<file path="config.mk">
export PLATFORM = sky130hd
export DESIGN_NAME = bram_rd_stream
export DESIGN_NICKNAME = d
export VERILOG_FILES = /design/src/rtl/bram_rd_stream.sv
export SDC_FILE = /design/constraint.sdc
export NUM_CORES = 1
export LEC_CHECK = 0
export CAP_MARGIN = 20
export CORE_MARGIN = 4
export CORE_UTILIZATION = 52
export CTS_BUF_LIST = sky130_fd_sc_hd__clkbuf_4 sky130_fd_sc_hd__clkbuf_8 sky130_fd_sc_hd__clkbuf_16
export DETAILED_ROUTE_END_ITERATION = 12
export GPL_TIMING_DRIVEN = 0
export PLACE_DENSITY = 0.79
export SYNTH_ARGS = -nofsm -noshare
export SYNTH_HDL_FRONTEND = slang
export SYNTH_SLANG_ARGS = --single-unit
</file>
<file path="constraint.sdc">
create_clock -name clk -period 3.6 [get_ports clk]
set_input_delay 1.08 -clock clk [delete_from_list [all_inputs] [get_ports clk]]
set_output_delay 1.08 -clock clk [all_outputs]
set_load 0.1 [all_outputs]
</file>
<file path="src/rtl/bram_rd_stream.sv">
// bram_rd_stream: streams a range of words out of a BRAM with a registered
// read port onto a valid/ready stream.
//
// Ports
//   clk        rising-edge clock shared with the BRAM
//   rstn       synchronous active-low reset
//   start      one-cycle request to stream a range (ignored while busy)
//   base_addr  first word address, sampled with start
//   length     number of words 0..2**ADDRESS_WIDTH, sampled with start
//   busy       high from the cycle after an accepted start until done
//   done       one-cycle completion pulse
//   rd_addr    BRAM read address
//   bram_dout  BRAM read data, valid one cycle after rd_addr
//   m_data     stream data (FIFO head)
//   m_valid    stream data valid
//   m_ready    downstream ready
//   m_last     final beat marker, qualified by m_valid
module bram_rd_stream #(
   parameter int unsigned DATA_WIDTH    = 8,
   parameter int unsigned ADDRESS_WIDTH = 8
) (
   input  logic                     clk,
   input  logic                     rstn,
   input  logic                     start,
   input  logic [ADDRESS_WIDTH-1:0] base_addr,
   input  logic [ADDRESS_WIDTH:0]   length,
   output logic                     busy,
   output logic                     done,
   output logic [ADDRESS_WIDTH-1:0] rd_addr,
   input  logic [DATA_WIDTH-1:0]    bram_dout,
   output logic [DATA_WIDTH-1:0]    m_data,
   output logic                     m_valid,
   input  logic                     m_ready,
   output logic                     m_last
);

   localparam int unsigned DEPTH = 3;
   localparam int unsigned CNT_W = 2;
   localparam int unsigned SUM_W = 3;
   localparam int unsigned REM_W = ADDRESS_WIDTH + 1;

   typedef enum logic [1:0] {
      IDLE  = 2'd0,
      RUN   = 2'd1,
      DRAIN = 2'd2
   } state_t;

   state_t                   state, state_nxt;
   logic [ADDRESS_WIDTH-1:0] addr_q, addr_nxt;
   logic [REM_W-1:0]         rem_q, rem_nxt;
   logic                     pend_q, pend_nxt;
   logic                     pend_last_q, pend_last_nxt;
   logic                     busy_q, busy_nxt;
   logic                     done_q, done_nxt;

   logic [DATA_WIDTH-1:0]    fifo_data_q   [DEPTH];
   logic [DATA_WIDTH-1:0]    fifo_data_nxt [DEPTH];
   logic [DEPTH-1:0]         fifo_vld_q, fifo_vld_nxt;
   logic [DEPTH-1:0]         fifo_last_q, fifo_last_nxt;

   logic [CNT_W-1:0]         fifo_count;
   logic [CNT_W-1:0]         wr_idx;
   logic                     pop;
   logic                     issue;

   // Occupancy of the shift FIFO; valid bits are always packed toward entry 0.
   assign fifo_count = CNT_W'(fifo_vld_q[0]) + CNT_W'(fifo_vld_q[1]) + CNT_W'(fifo_vld_q[2]);
   assign pop        = fifo_vld_q[0] & m_ready;
   assign wr_idx     = fifo_count - CNT_W'(pop);

   // Issue only while the FIFO plus the read in flight leave room for one more word.
   assign issue = (state == RUN) &&
                  ((SUM_W'(fifo_count) + SUM_W'(pend_q)) < SUM_W'(DEPTH));

   // State register.
   always_ff @(posedge clk) begin
      if (!rstn) begin
         state <= IDLE;
      end else begin
         state <= state_nxt;
      end
   end

   // Next-state, read issue and status.
   always_comb begin
      state_nxt     = state;
      addr_nxt      = addr_q;
      rem_nxt       = rem_q;
      pend_nxt      = 1'b0;
      pend_last_nxt = 1'b0;
      busy_nxt      = busy_q;
      done_nxt      = 1'b0;

      case (state)
         IDLE: begin
            if (start) begin
               if (length != '0) begin
                  state_nxt = RUN;
                  addr_nxt  = base_addr;
                  rem_nxt   = length;
                  busy_nxt  = 1'b1;
               end else begin
                  done_nxt  = 1'b1;
               end
            end
         end

         RUN: begin
            if (issue) begin
               pend_nxt      = 1'b1;
               pend_last_nxt = (rem_q == REM_W'(1));
               addr_nxt      = addr_q + ADDRESS_WIDTH'(1);
               rem_nxt       = rem_q - REM_W'(1);
               if (rem_q == REM_W'(1)) begin
                  state_nxt = DRAIN;
               end
            end
         end

         DRAIN: begin
            // Completion is the handshake of the beat flagged last.
            if (pop && fifo_last_q[0]) begin
               state_nxt = IDLE;
               busy_nxt  = 1'b0;
               done_nxt  = 1'b1;
            end
         end

         default: begin
            state_nxt = IDLE;
         end
      endcase
   end

   // Shift FIFO: pop shifts toward the head, push lands in the first free slot.
   always_comb begin
      for (int i = 0; i < DEPTH - 1; i++) begin
         fifo_data_nxt[i] = pop ? fifo_data_q[i+1] : fifo_data_q[i];
         fifo_vld_nxt[i]  = pop ? fifo_vld_q[i+1]  : fifo_vld_q[i];
         fifo_last_nxt[i] = pop ? fifo_last_q[i+1] : fifo_last_q[i];
      end
      fifo_data_nxt[DEPTH-1] = pop ? '0   : fifo_data_q[DEPTH-1];
      fifo_vld_nxt[DEPTH-1]  = pop ? 1'b0 : fifo_vld_q[DEPTH-1];
      fifo_last_nxt[DEPTH-1] = pop ? 1'b0 : fifo_last_q[DEPTH-1];

      // BRAM data is only meaningful the cycle after an issued read.
      if (pend_q) begin
         for (int i = 0; i < DEPTH; i++) begin
            if (wr_idx == CNT_W'(i)) begin
               fifo_data_nxt[i] = bram_dout;
               fifo_vld_nxt[i]  = 1'b1;
               fifo_last_nxt[i] = pend_last_q;
            end
         end
      end
   end

   // Datapath registers.
   always_ff @(posedge clk) begin
      if (!rstn) begin
         addr_q      <= '0;
         rem_q       <= '0;
         pend_q      <= 1'b0;
         pend_last_q <= 1'b0;
         busy_q      <= 1'b0;
         done_q      <= 1'b0;
         fifo_vld_q  <= '0;
         fifo_last_q <= '0;
         for (int i = 0; i < DEPTH; i++) begin
            fifo_data_q[i] <= '0;
         end
      end else begin
         addr_q      <= addr_nxt;
         rem_q       <= rem_nxt;
         pend_q      <= pend_nxt;
         pend_last_q <= pend_last_nxt;
         busy_q      <= busy_nxt;
         done_q      <= done_nxt;
         fifo_vld_q  <= fifo_vld_nxt;
         fifo_last_q <= fifo_last_nxt;
         for (int i = 0; i < DEPTH; i++) begin
            fifo_data_q[i] <= fifo_data_nxt[i];
         end
      end
   end

   assign rd_addr = addr_q;
   assign busy    = busy_q;
   assign done    = done_q;
   assign m_data  = fifo_data_q[0];
   assign m_valid = fifo_vld_q[0];
   assign m_last  = fifo_last_q[0];

endmodule

</file>
==> results.ini, run 1 <==
[setup_path]
end_kind = flip-flop
cp_cell_sequence = clkdlybuf4s50_1, nand2_1, inv_1, ha_1, xor2_1, nand3_1, clkbuf_1, a311oi_1
startpoint_type = input pin
crit_arrival_ns = 3.57
slowest_stage = clkdlybuf4s50_1
cp_data_required_time_ns = 3.83
worst_path_largest_cell_delay_ns = 0.52
reg2reg_depth = 10
path_class = input pin to flip-flop
r2r_start = fifo_vld_q[0]
reg2reg_to = rem_q[0]
r2r_setup_slack_ns = 0.42
critPathCapture = fifo_data_q[0][1]
worstSetupStartpoint = m_ready
worst-path-max-fanout = 11

[run]
maxCapViolCount = 0

[sta]
finalMaxSlewViolations = 0
hold_viol = 0
fin_crit_sh = 0.929
rsz0062_at_grt = false
min_period_ns = 3.34
worst_pin_slew_ns = 0.992
finalClockSkew_ns = 0.00988
setup_viol = 0
max_freq_mhz = 299
slew_headroom = 0.336

[hold_path]
hold_start = fifo_data_q[0][21]
hold_class = flip-flop to flip-flop

[grt]
use_met3 = 0.0510
grt_pass1_vias = 2717
grt_use_total = 0.262
use_met2 = 0.412
grt-ovfl-total = 0
grt_busiest_layer = met2
met1_usage = 0.361
antenna_found_initial = 0
grt_start_max_net_pins = 18
grt_pass1_wl_um = 13400

[finish]
final_cells = 467
multiInputGateArea_um2 = 1490
seqCellArea_um2 = 1060
synthToLayoutAreaGrowth_pct = 23.4
drive_above_1_share = 0.0655
num-fill-cells = 461
n_antenna_cell = 0
post-route-util = 0.666
nNetsFinal = 432

[floorplan]
start_util = 0.539
core_area_um2 = 5110
ioPinCount = 49
die-area_um2 = 6530
std_cell_rows = 26
die_x_um = 80.8
die_h_um = 80.8

[routing]
wl_per_cell_um = 17.1
drt_iter0_markers = 275
drc_errors = 0
vias = 2880
drt-total-wl_um = 8010
detail_route.first_pass.iterations = 5
avgViaCountPerCell = 6.17
antenna_left = 0

[placement]
port_buffers = 47
dp_hpwl_um = 5730
dp_cells = 460
gp_congestion = 0.925

[clocking]
cts.sinks = 53
clock_latency_ns = 0.32
clock_path_buffers = 2
clk_pin_slew_ns = 0.10
htreeDepth = 2
cts_root_buffer = clkbuf_8
cts_tree = done
cts_resized = 0
cts_buffers = 5

[power_and_ir_drop]
power.leakage_uw = 0.00119
p_per_area_nw_per_um2 = 457
ir_drop_mv = 0.303

[synth]
yosysMostFrequentCell = nand2_1
synth_flop_cell = dfxtp_1
syn_nets = 379
synth_top_area_share = 0.385
synth_edf_count = 0
postSynthAreaPerCell_um2 = 8.03
synth_top_cell_by_area = dfxtp_1
ys_types = 51
synth_commonest_cells = nand2_1 (58), dfxtp_1 (53), nor2_1 (33), a21oi_1 (23), clkbuf_1 (22)
synth-seq-cells = 53
syn_inst = 343
synth_area_um2 = 2760
synth.area.top_cells = dfxtp_1 (39%), nand2_1 (7.9%), a311oi_1 (6.0%)
yosysWarningCount = 0
ys_seq_area_frac = 0.385
async_flop_share = 0

[outcome]
run_status = finished clean

placed cells by master, fill, tap and decap left out, drive strengths merged, types with 3 or more instances in the layout:
cell / netlist / layout
nand2: 58 / 58
dfxtp: 53 / 53
clkdlybuf4s50: 0 / 47
nor2: 33 / 33
clkbuf: 22 / 26
a21oi: 23 / 23
a311oi: 19 / 19
nand3: 16 / 16
inv: 14 / 14
buf: 11 / 11
nor4: 10 / 10
o21ai: 6 / 6
ha: 6 / 6
nand4: 5 / 5
nor3: 5 / 5
a31oi: 5 / 5
o32ai: 5 / 5
mux2i: 4 / 4
or3: 4 / 4
o221a: 4 / 4
and4: 3 / 3
a32o: 3 / 3
a2111oi: 3 / 3
clkinv: 0 / 3
cell families (layout without fill, tap and decap cells):
family	Yosys count	in the layout	share of synthesized area
buffers and inverters	47	101	0.0749
xor gates and xnor gates	1	1	0.00318
muxes	5	5	0.0186
DFF	53	53	0.385
adders and majority gates	7	7	0.0345
AOI/OAI and AO/OA	84	84	0.233
and+or+nand+nor	146	146	0.250
repair_timing:
action,CTS,global route
setup buffers,0,0
hold buffers,0,0
endpoints found under the setup margin,0,20
layout make-up:
cell class	count	share of cell area
Timing Repair Buffer	47	0.138
Inverter	14	0.0155
Clock buffer	5	0.0202
Tap cell	70	0.0258
Multi-Input combinational cell	243	0.437
Sequential cell	53	0.312
Clock inverter	3	0.00662
Buffer	32	0.0442
worst min path at each step:
stage / end / cells past startpoint
after CTS: fifo_data_q[0][18] / 2
after global placement: fifo_data_q[0][18] / 2
after floorplan: rem_q[8] / 2
after detailed placement: fifo_data_q[0][18] / 2
after global routing: fifo_data_q[0][19] / 2
final: fifo_data_q[0][21] / 2
through the flow:
stage / setup slack [ns] / total power [uW] / instance area (um2) / hold WS (ns) / TNS, ns
floorplan: 0.246 / 1060 / 2760 / 0.434 / 0
global placement: -0.0694 / 1200 / 3310 / 0.454 / -0.744
detailed placement: -0.200 / 1210 / 3310 / 0.461 / -2.61
CTS: 0.124 / 1550 / 3400 / 0.475 / 0
global route: 0.0434 / 1620 / 3400 / 0.497 / 0
finish: 0.255 / 1550 / 3400 / 0.472 / 0
per-layer routing:
metal / part of all wire / vias to the layer above
li1: - / 1368
met5: 0 / -
met1: 0.44 / 1349
met3: 0.078 / 16
met2: 0.46 / 147
met4: 0.016 / 0
flip-flops by register name, indices dropped and copies added (netlist names):
register / flops
fifo_last_q: 3
done: 1
fifo_data_q: 24
pend_last_q: 1
rd_addr: 8
busy: 1
rem_q: 9
state: 2
pend_q: 1
fifo_vld_q: 3
report_power, final:
part	internal (uW)	switching [uW]	total [uW]
Sequential	633	43.2	677
Clock	139	212	351
Combinational	179	346	525
Total	950	602	1550
worst max-delay path, delay by kind of cell:
family	cells	cell delay, ns
adder cells (fa/ha/maj)	1	0.23
XOR/XNOR	1	0.25
buffers and inverters	3	1.20
AND/OR/NAND/NOR	2	0.50
AO/OA/AOI/OAI	1	0.31
No activity file was read; power rests on OpenSTA's default activity.
==> inputs of run 2 (changes only) <==
--- a/config.mk
+++ b/config.mk
@@ -9,9 +9,11 @@
 export CORE_MARGIN = 4
 export CORE_UTILIZATION = 52
 export CTS_BUF_LIST = sky130_fd_sc_hd__clkbuf_4 sky130_fd_sc_hd__clkbuf_8 sky130_fd_sc_hd__clkbuf_16
+export CTS_CLUSTER_SIZE = 25
 export DETAILED_ROUTE_END_ITERATION = 12
 export GPL_TIMING_DRIVEN = 0
 export PLACE_DENSITY = 0.79
+export SLEW_MARGIN = 30
 export SYNTH_ARGS = -nofsm -noshare
 export SYNTH_HDL_FRONTEND = slang
 export SYNTH_SLANG_ARGS = --single-unit
==> results of run 2 <==
No change in the layout: final DEF, timing and power equal those of run 1.
==> inputs of run 3 (changes only) <==
--- a/config.mk
+++ b/config.mk
@@ -7,12 +7,12 @@
 export LEC_CHECK = 0
 export CAP_MARGIN = 20
 export CORE_MARGIN = 4
-export CORE_UTILIZATION = 52
+export CORE_UTILIZATION = 57
 export CTS_BUF_LIST = sky130_fd_sc_hd__clkbuf_4 sky130_fd_sc_hd__clkbuf_8 sky130_fd_sc_hd__clkbuf_16
 export CTS_CLUSTER_SIZE = 25
 export DETAILED_ROUTE_END_ITERATION = 12
 export GPL_TIMING_DRIVEN = 0
-export PLACE_DENSITY = 0.79
+export PLACE_DENSITY = 0.86
 export SLEW_MARGIN = 30
 export SYNTH_ARGS = -nofsm -noshare
 export SYNTH_HDL_FRONTEND = slang
==> constraint.sdc (replaced) <==
create_clock -name clk -period 4.1 [get_ports clk]
set_input_delay 1.23 -clock clk [delete_from_list [all_inputs] [get_ports clk]]
set_output_delay 1.23 -clock clk [all_outputs]
set_load 0.05 [all_outputs]
==> results.ini, run 3 (synthesis gave the netlist of run 1 again) <==
[clocking]
hold_buffers = 0
cts_buffers = 5
postCtsSetupBuffers = 0
cts_tree = done
clock_latency_ns = 0.32
cts_root_buffer = clkbuf_8
clk_pin_slew_ns = 0.10
cts.sinks = 53
htreeDepth = 2
clock_path_buffers = 2
cts_resized = 0

[routing]
drt_iter0_markers = 235
avgViaCountPerCell = 6.54
drt-total-wl_um = 7920
drc_errors = 0
detail_route.first_pass.iterations = 5
wl_per_cell_um = 17.5
vias = 2954
antenna_left = 0

[setup_path]
worstSetupStartpoint = m_ready
cp_data_required_time_ns = 4.32
path_class = input pin to flip-flop
worst-path-max-fanout = 10
startpoint_type = input pin
crit_arrival_ns = 3.89
r2r_setup_slack_ns = 0.98
end_kind = flip-flop
r2r_start = fifo_vld_q[0]

[finish]
nNetsFinal = 433
n_antenna_cell = 0
post-route-util = 0.721
layout_common_cells = nand2_1 (58), dfxtp_1 (53), clkdlybuf4s50_1 (47), nor2_1 (33), a21oi_1 (23)
largest-register = fifo_data_q
drive_above_1_share = 0.0653
final_cells = 452
synthToLayoutAreaGrowth_pct = 22.8
largest_reg_flops = 24
final_common_cell = nand2_1

[sta]
slew_headroom = 0.589
rsz0062_at_grt = false
finalClockSkew_ns = 0.0141
fin_crit_sh = 0.895
finalMaxSlewViolations = 0
setup_viol = 0
max_freq_mhz = 273
holdWs_ns = 0.473
worst_pin_slew_ns = 0.614
hold_viol = 0
tns_ns = 0
min_period_ns = 3.67

[hold_path]
hold_class = flip-flop to flip-flop
hold_start = pend_last_q

[grt]
antenna_found_initial = 0
grt_use_total = 0.263
grt_start_max_net_pins = 18
grt_pass1_wl_um = 13000
grt-ovfl-total = 0
grt_pass1_vias = 2766

[run]
maxCapViolCount = 0

[floorplan]
start_util = 0.587
die_h_um = 77.5
std_cell_rows = 25
core_area_um2 = 4690
die_x_um = 77.5
die-area_um2 = 6010
ioPinCount = 49

[placement]
port_buffers = 47
dp_cells = 444
dp_hpwl_um = 5540
gp_congestion = 0.923

[power_and_ir_drop]
p_per_area_nw_per_um2 = 381
ir_drop_mv = 0.229
power.leakage_uw = 0.00119

[outcome]
run_status = finished clean

==> run 3: cell count changes in the layout (fill, tap and decap cells not counted) <==
cell	change
clkbuf_1	+1
clkinv_4	-2
clkinvlp_4	+1
inv_6	+1
==> run 3: metal layers <==
| layer | GRT usage | up-vias | wire [um] |
|---|---|---|---|
| met5 | 0 | - | 0 |
| met3 | 0.0464 | 15 | 687 |
| li1 | - | 1371 | - |
| met2 | 0.402 | 166 | 3570 |
| met1 | 0.367 | 1402 | 3550 |
| met4 | 0.107 | 0 | 123 |
==> run 3: path summary, 6_finish.rpt <==
check / end / cells after the start
setup / recovery: fifo_last_q[0] / 9
hold / removal: fifo_last_q[2] / 2
setup reg to reg: rd_addr[0] / 10
hold reg to reg: fifo_last_q[2] / 2
==> run 3: cell type report <==
cell class / count / area [um2]
multi-input combinational: 243 / 1490
buffer: 33 / 154
sequential: 53 / 1060
timing repair buffer: 47 / 470
fill: 397 / 1310
tap: 54 / 67.6
clock inverter: 3 / 21.3
clock buffer: 5 / 68.8
inverter: 14 / 52.6
==> run 3: critical path: stages <==
cell and delay, ns:
clkdlybuf4s50_1 0.49, nand2_1 0.07, inv_1 0.07, clkbuf_1 0.39
ha_1 0.25, xor2_1 0.26, nand3_1 0.40, clkbuf_1 0.41
a311oi_1 0.31
==> run 3: power breakdown <==
group	leakage [uW]	internal, uW	switching (uW)	total (uW)
registers	0.000434	556	38.4	594
logic	0.000713	157	230	388
clock network	0.0000445	122	185	307
==> run 3: through the flow <==
stage | worst slack, ns | instance area (um2) | power, uW
2_1_floorplan | 1.12 | 2760 | 857
5_1_grt | 0.225 | 3380 | 1340
3_5_place_dp | 0.186 | 3290 | 984
3_3_place_gp | 0.237 | 3290 | 975
4_1_cts | 0.503 | 3380 | 1280
6_report | 0.431 | 3380 | 1290
==> variant, RTL diff (settings of run 1) <==
`addr_q` no longer has a reset.
--- a/src/rtl/bram_rd_stream.sv
+++ b/src/rtl/bram_rd_stream.sv
@@ -158,7 +158,6 @@
    // Datapath registers.
    always_ff @(posedge clk) begin
       if (!rstn) begin
-         addr_q      <= '0;
          rem_q       <= '0;
          pend_q      <= 1'b0;
          pend_last_q <= 1'b0;
@@ -170,7 +169,6 @@
             fifo_data_q[i] <= '0;
          end
       end else begin
-         addr_q      <= addr_nxt;
          rem_q       <= rem_nxt;
          pend_q      <= pend_nxt;
          pend_last_q <= pend_last_nxt;
@@ -184,6 +182,10 @@
       end
    end
 
+   always_ff @(posedge clk) begin
+      addr_q <= addr_nxt;
+   end
+
    assign rd_addr = addr_q;
    assign busy    = busy_q;
    assign done    = done_q;
Formal check against the unedited RTL: not equivalent (a bounded check fails within 4 cycles, from zero or initial values and one cycle with rstn low).
==> variant against run 1 <==
Final area is 0.66% lower; sequential share of layout area rose by 2.6 points; critical endpoint is now fifo_data_q[0][7]$_SDFF_PN0_; total power fell by 4.8%; sequential cell count did not move; combinational power decreased by 15%; first-iteration DRC count shrank 46%; synthesized area shrank 1.4%; global-route usage is 4.2 points lower; non-clock buffer count fell by 7; highest routed layer unchanged; setup slack improved by 0.017 ns; synthesized cell count down 7.0%; via count is 11% lower; routed wire length down 17%; critical path depth did not move.
==> variant: results <==
# TYPE chip_impl_metric gauge
chip_impl_info{name="outcome",value="finished, final reports clean"} 1
chip_impl_info{name="worstHoldStart",value="fifo_data_q[0][18]$_SDFF_PN0_"} 1
chip_impl_metric{name="postPlaceCellArea",unit="um^2"} 3290
chip_impl_metric{name="number_of_design_rule_violations_left_by_the_first_detailed_router_iteration",unit=""} 149
chip_impl_metric{name="io_buffers",unit=""} 48
chip_impl_metric{name="via_count",unit=""} 2563
chip_impl_metric{name="synth_edf_count",unit=""} 8
chip_impl_metric{name="place_inst",unit=""} 437
chip_impl_metric{name="post_synth_num_cell_types",unit=""} 53
chip_impl_metric{name="detailedPlacementHpwl",unit="um"} 4910
chip_impl_info{name="post_synth_most_frequent_cells",value="nand2_1, dfxtp_1, nor2_1, a21oi_1, a311oi_1"} 1
chip_impl_metric{name="synth_area_per_cell",unit="um^2"} 8.52
chip_impl_metric{name="routabilityCongestion",unit=""} 0.827
chip_impl_metric{name="final_net_count",unit=""} 409
chip_impl_metric{name="multiInputCombCellCount",unit=""} 228
chip_impl_metric{name="non_clock_buffer_area_share",unit="%"} 17.8
chip_impl_metric{name="seq_cell_count",unit=""} 53
chip_impl_metric{name="post_synth_net_total",unit=""} 355
chip_impl_metric{name="dr.pass1.iters",unit=""} 4
chip_impl_metric{name="ys_seq_area_share",unit="%"} 42.0
chip_impl_metric{name="tightestPinTransition",unit="ns"} 0.981
chip_impl_metric{name="met2_usage",unit="%"} 35.0
chip_impl_metric{name="power.leakage",unit="nW"} 1.22
chip_impl_metric{name="via_count_of_the_first_global_routing_pass",unit=""} 2462
chip_impl_metric{name="global_router_s_overall_resource_usage",unit="%"} 21.9
chip_impl_metric{name="critPathArrivalTime",unit="ns"} 3.54
[variant: worst paths after layout]
| kind | to | slack [ns] | depth (start not counted) |
|---|---|---|---|
| max | fifo_data_q[0][7]$_SDFF_PN0_ | 0.27 | 8 |
| min | fifo_data_q[0][18]$_SDFF_PN0_ | 0.47 | 2 |
| min reg2reg | fifo_data_q[0][18]$_SDFF_PN0_ | 0.47 | 2 |
| max reg2reg | rem_q[6]$_SDFFE_PN0P_ | 0.76 | 9 |
[variant: cell families (layout without fill, tap and decap cells)]
kind of cell / after synthesis / count (layout) / synth area share, %
compound gates: 74 / 74 / 19.8
xor+xnor: 7 / 7 / 2.26
fa+ha+maj: 7 / 7 / 3.50
buf+inv: 38 / 93 / 6.45
flops: 53 / 53 / 42.0
mux: 5 / 5 / 1.93
simple gates: 135 / 135 / 24.1
[variant: worst reg2reg max path: cells and delay by family (launching register included)]
kind            cells  cell delay (ns)
buf+inv             2             0.13
compound gates      3             0.96
flops               1             0.35
mux                 1             0.26
fa+ha+maj           3             1.02
